[src/rtl/mips_pkg.sv]
// rtl/mips_pkg.sv - shared loader/instruction-memory constants and state encoding
package mips_pkg;

    typedef enum logic [2:0] {
        ST_IDLE  = 3'd0,
        ST_HDR   = 3'd1,
        ST_DATA  = 3'd2,
        ST_WRITE = 3'd3,
        ST_CSUM  = 3'd4,
        ST_ERR   = 3'd5,
        ST_DONE  = 3'd6
    } load_state_t;

    localparam logic [7:0] SYNC_BYTE  = 8'hA5;
    localparam int         IMEM_DEPTH = 256;

endpackage

[src/rtl/imem_loader.sv]
// rtl/imem_loader.sv - framed byte stream to instruction memory writer with CPU hold
module imem_loader
    import mips_pkg::*;
#(
    parameter int         ADDR_W  = 16,
    parameter int         DEPTH   = IMEM_DEPTH,
    parameter int         TIMEOUT = 1000,
    parameter logic [7:0] SYNC    = SYNC_BYTE
) (
    input  logic              clk,
    input  logic              reset,
    input  logic [7:0]        rx_data,
    input  logic              rx_valid,
    output logic              rx_ready,
    output logic              imem_we,
    output logic [ADDR_W-1:0] imem_addr,
    output logic [31:0]       imem_wdata,
    output logic              cpu_hold,
    output logic              load_done,
    output logic              load_err
);

    localparam int TW = $clog2(TIMEOUT + 1);
    localparam int CW = ADDR_W + 1;

    load_state_t       state, state_next;
    logic [15:0]       cnt;
    logic [ADDR_W-1:0] widx;
    logic [31:0]       word;
    logic [1:0]        bcnt;
    logic [7:0]        csum;
    logic [TW-1:0]     tmo;

    logic        xfer;
    logic        in_frame;
    logic        timed_out;
    logic        last_word;
    logic        is_sync;
    logic [15:0] cnt_full;
    logic [CW-1:0] widx_inc;

    assign xfer      = rx_valid & rx_ready;
    assign is_sync   = (rx_data == SYNC);
    assign cnt_full  = {cnt[7:0], rx_data};
    assign widx_inc  = CW'(widx) + CW'(1);
    assign last_word = (widx_inc == CW'(cnt));
    assign in_frame  = (state == ST_HDR) || (state == ST_DATA) || (state == ST_CSUM);
    // tmo counts idle cycles already seen; this cycle would be number TIMEOUT
    assign timed_out = in_frame && !xfer && (tmo == TW'(TIMEOUT - 1));

    always_comb begin
        state_next = state;
        case (state)
            ST_IDLE, ST_DONE: if (xfer && is_sync) state_next = ST_HDR;
            ST_HDR: begin
                if (xfer && bcnt == 2'd1) begin
                    if (cnt_full == 16'd0 || 32'(cnt_full) > DEPTH) state_next = ST_ERR;
                    else                                           state_next = ST_DATA;
                end
            end
            ST_DATA:  if (xfer && bcnt == 2'd3) state_next = ST_WRITE;
            ST_WRITE: state_next = last_word ? ST_CSUM : ST_DATA;
            ST_CSUM:  if (xfer) state_next = (rx_data == csum) ? ST_DONE : ST_ERR;
            ST_ERR:   state_next = ST_IDLE;
            default:  state_next = ST_IDLE;
        endcase
        if (timed_out) state_next = ST_ERR;
    end

    always_ff @(posedge clk) begin
        if (reset) begin
            state      <= ST_IDLE;
            rx_ready   <= 1'b0;
            imem_we    <= 1'b0;
            imem_addr  <= '0;
            imem_wdata <= '0;
            cpu_hold   <= 1'b1;
            load_done  <= 1'b0;
            load_err   <= 1'b0;
            cnt        <= '0;
            widx       <= '0;
            word       <= '0;
            bcnt       <= '0;
            csum       <= '0;
            tmo        <= '0;
        end else begin
            state    <= state_next;
            rx_ready <= (state_next != ST_WRITE) && (state_next != ST_ERR);
            imem_we  <= (state_next == ST_WRITE);
            tmo      <= (xfer || !in_frame) ? '0 : tmo + TW'(1);

            if (xfer) begin
                case (state)
                    ST_IDLE, ST_DONE: begin
                        if (is_sync) begin
                            bcnt      <= '0;
                            cpu_hold  <= 1'b1;
                            load_done <= 1'b0;
                            load_err  <= 1'b0;
                        end
                    end
                    ST_HDR: begin
                        cnt  <= cnt_full;
                        bcnt <= (bcnt == 2'd1) ? 2'd0 : bcnt + 2'd1;
                        widx <= '0;
                        csum <= '0;
                    end
                    ST_DATA: begin
                        word <= {word[23:0], rx_data};
                        csum <= csum ^ rx_data;
                        bcnt <= bcnt + 2'd1;
                        if (bcnt == 2'd3) begin
                            imem_addr  <= widx;
                            imem_wdata <= {word[23:0], rx_data};
                        end
                    end
                    default: ;
                endcase
            end

            if (state == ST_WRITE) widx <= widx + ADDR_W'(1);

            if (state == ST_CSUM && state_next == ST_DONE) begin
                load_done <= 1'b1;
                cpu_hold  <= 1'b0;
            end
            if (state_next == ST_ERR && state != ST_ERR) begin
                load_err <= 1'b1;
                cpu_hold <= 1'b1;
            end
        end
    end

endmodule

[config.mk]
export PLATFORM = sky130hd
export DESIGN_NAME = imem_loader
export DESIGN_NICKNAME = d
export VERILOG_FILES = /design/src/rtl/mips_pkg.sv /design/src/rtl/imem_loader.sv
export SDC_FILE = /design/constraint.sdc
export NUM_CORES = 1
export LEC_CHECK = 0
export BUFFER_PORTS_ARGS = -buffer_cell sky130_fd_sc_hd__buf_2
export CORE_MARGIN = 2
export CORE_UTILIZATION = 50
export CTS_BUF_LIST = sky130_fd_sc_hd__clkbuf_2
export DETAILED_ROUTE_END_ITERATION = 7
export HOLD_SLACK_MARGIN = 0.06
export PLACE_DENSITY = 0.77
export SKIP_CTS_REPAIR_TIMING = 1
export SYNTH_ARGS = -nofsm -noshare
export SYNTH_HDL_FRONTEND = slang
export SYNTH_SLANG_ARGS = --single-unit
[constraint.sdc]
create_clock -name clk -period 5.3 [get_ports clk]
set_input_delay 0 -clock clk [delete_from_list [all_inputs] [get_ports clk]]
set_output_delay 0 -clock clk [all_outputs]
set_load 0.1 [all_outputs]
==> flow_summary.toml <==
[outcome]
outcome = "finished clean"

[power_and_ir_drop]
peakVddDrop_uv = 230
combinational_share_of_power = 0.025
leakagePower_uw = 0.00232
netSwitchingFraction = 0.244
internal_power_uw = 1270
power.density_nw_per_um2 = 260
clock_power_share = 0.384
power.share.sequential = 0.591
total_switching_power_uw = 410

[min_path]
worst_hold_path_type = "in2reg"
worstHoldPathCells = 4
min-delay-start = "rx_data[7]"
min_to = "imem_wdata[7]$_SDFFE_PP0P_"

[finish]
area_growth_from_synthesis_to_layout_pct = 11.7
seq_area_sq_um = 2640
multi_input_comb_area_sq_um = 2910
number_of_antenna_repair_diodes = 0
layout-drive-gt1-share = 0.142
fillers = 1058
design.final.nets = 799
finish.cell_count_without_fillers = 939
mostFrequentLayoutCell = "nand2_1"
mostFrequentLayoutCells = "nand2_1, dfxtp_1, a21oi_1"
finalInstanceArea_sq_um = 6480

[timing]
worst_clock_skew_ns = 0.0348
max_slew_margin = 0.270
timing.fmax_mhz = 376
hold_ws_ns = 0.105
worst_slew_pin_slew_ns = 1.09
final.setup.worst_slack_ns = 2.64
finalHoldViolations = 0
final-setup-viol-count = 0
min_period_over_period = 0.502
total_negative_slack_for_setup_checks_ns = 0
drv_slew = 0
grt_setup_unrepaired = "false"
post-route-min-period_ns = 2.66

[floorplan]
pin_count = 64
fp.coreArea_sq_um = 11400
rows = 39
starting_density_of_the_core = 0.510
die-height_microns = 112
dieWidth_microns = 112
die-area_sq_um = 12500

[global_routing]
first_global_vias = 4824
gr-usage-met2 = 0.364
first_pass_grt_wire_length_mm = 23.0
grt_overflow = 0
grt_busiest_layer = "met2"
antenna_found_initial = 0
groute.layer.met1.usage = 0.300
grt_start_max_net_pins = 96
met3_usage = 0.0561
grt.total_usage = 0.227

[yosys]
yosys.cell_types.count = 54
synthesis.area_sq_um = 5800
ys_seq_area_frac = 0.456
synth_top_cell_by_area = "dfxtp_1"
ys_top_cells_by_area = "dfxtp_1, nand2_1, a21oi_1"
synthesis.nets = 755
yosysWarnings = 0
syn_avg_cell_area_sq_um = 7.85
ys.flop_type = "dfxtp_1"
synth-edff-count = 0
post_synth_inst_count = 739
synth_top_area_frac = 0.456
synth_async_sr_flop_share = 0
yosys_reg_bits = 132

[detailed_routing]
num_vias = 5275
detail_route.wirelength_mm = 14.0
post-route-drc-count = 0
routed_via_density = 5.62
drt-pass1-iter-count = 6
initialDrtViolationCount = 492
detail-route-antenna-nets = 0
routed_wire_length_per_instance_microns = 14.9

[critical_path]
biggest_cell_delay_along_the_critical_path_ns = 0.57
worst_ep_arrival_time_ns = 3.30
crit_slowest_cell = "nor3_1"
critical_path.reg2reg.startpoint = "widx[0]$_SDFFE_PP0P_"
cpLargestDelayFamily = "simple AND/OR/NAND/NOR gates"
reg2reg_to = "state[2]$_SDFF_PP0_"
critical_path.endpoint_type = "flip-flop"
path_class = "reg2reg"
critPathBufInv = 0
cp_cell_sequence = "ha_1, nand3_1, nor3_1, mux2_2, mux2i_1, nor4_2, a21o_1"
r2r.worst_path.cells = 7
worstSetupStartpointType = "flip-flop"
critical_path_peak_fanout = 8
reg2reg_setup_slack_ns = 2.64
worst_ep_required_time_ns = 5.94

[placement]
post_detailed_placement_cell_area_sq_um = 6100
last_weighted_congestion_value_of_the_routability_driven_placer = 0.875
dp_slack_ns = 2.68
dp_hpwl_mm = 9.39
placed_cells_incl_taps = 895
port_buffers = 63

[run]
timing.max_cap.violations = 0

[clocking]
clock_latency_ns = 0.74
clk_path_buf_depth = 2
clock_pin_slew_on_the_worst_setup_and_hold_paths_ns = 0.20
number_of_buffers_created_by_cts = 17
cts.sinks = 132
ctsRootBufferMaster = "clkbuf_2"
tritoncts = "done"
ctsHtreeMaxLevel = 4
[through the flow]
| stage | utilization | power [uW] |
|---|---|---|
| global placement | 0.537 | 1050 |
| detailed placement | 0.537 | 1050 |
| finish | 0.570 | 1680 |
| global route | 0.570 | 1730 |
| floorplan | - | 1040 |
| CTS | 0.559 | 1690 |
[synth_stat cells, drive strengths merged, types with 2 or more instances]
cell type	count
a211oi	11
a21o	2
a21oi	125
a311oi	3
a31oi	4
and2	5
and3	5
and4	2
buf	11
clkbuf	44
dfxtp	132
ha	5
inv	4
nand2	201
nand2b	4
nand3	11
nand3b	2
nand4	9
nor2	36
nor2b	3
nor3	9
nor4	11
o211ai	3
o21a	9
o21ai	18
o22ai	2
or2	3
or3	10
or4	5
xnor2	20
xor2	18
[logic make-up after synthesis]
group,after synthesis,synth area share
AND/OR/NAND/NOR,318,0.246
multiplexers,2,0.00367
AO/OA/AOI/OAI,185,0.183
flip-flops,132,0.456
XOR/XNOR,38,0.0574
adder cells (fa/ha/maj),5,0.0108
buffers and inverters,59,0.0429
[flip-flops by register name (all words and copies together), names as in the netlist]
name        cells
imem_wdata     32
word           24
cnt            16
imem_addr      16
widx           16
tmo            10
csum            8
state           3
bcnt            2
cpu_hold        1
imem_we         1
load_done       1
load_err        1
rx_ready        1
[final cells by class]
type                    count  share of cell area
clock buffers              19              0.0147
multi-input cells         548               0.450
well taps                 143              0.0276
flip-flops and latches    132               0.408
inverters                   4             0.00232
clock inverters            13              0.0243
repair buffers             80              0.0734
[worst reg2reg max path: stages (launching register included)]
cell and delay [ns]:
dfxtp_1 0.52, ha_1 0.34, nand3_1 0.27, nor3_1 0.57, mux2_2 0.41, mux2i_1 0.21, nor4_2 0.10, a21o_1 0.18
[power groups by stage]
| stage | clock network (uW) | logic (uW) | registers, uW |
|---|---|---|---|
| floorplan | 0 | 21.6 | 1020 |
| global placement | 0 | 35.7 | 1010 |
| detailed placement | 0 | 36.5 | 1010 |
| CTS | 655 | 36.6 | 995 |
| global route | 693 | 45.9 | 996 |
| finish | 645 | 42.3 | 995 |
[layer usage]
metal / wire length [microns] / part of all wire / up-vias
li1: - / - / 2617
met1: 6050 / 0.43 / 2470
met2: 6890 / 0.49 / 161
met3: 818 / 0.058 / 27
met4: 252 / 0.018 / 0
met5: 0 / 0 / -
[worst max-delay path by stage]
stage	slack, ns	cells after the start	end	start
after global placement	2.91	7	state[2]$_SDFF_PP0_	widx[0]$_SDFFE_PP0P_
final	2.64	7	state[2]$_SDFF_PP0_	widx[0]$_SDFFE_PP0P_
after CTS	2.67	7	state[2]$_SDFF_PP0_	widx[0]$_SDFFE_PP0P_
after detailed placement	2.68	7	state[2]$_SDFF_PP0_	widx[0]$_SDFFE_PP0P_
after floorplan	2.65	7	imem_wdata[17]$_SDFFE_PP0P_	rx_ready$_SDFF_PP0_
after global routing	2.49	7	state[2]$_SDFF_PP0_	widx[0]$_SDFFE_PP0P_
(Power assumes the default switching activity.)
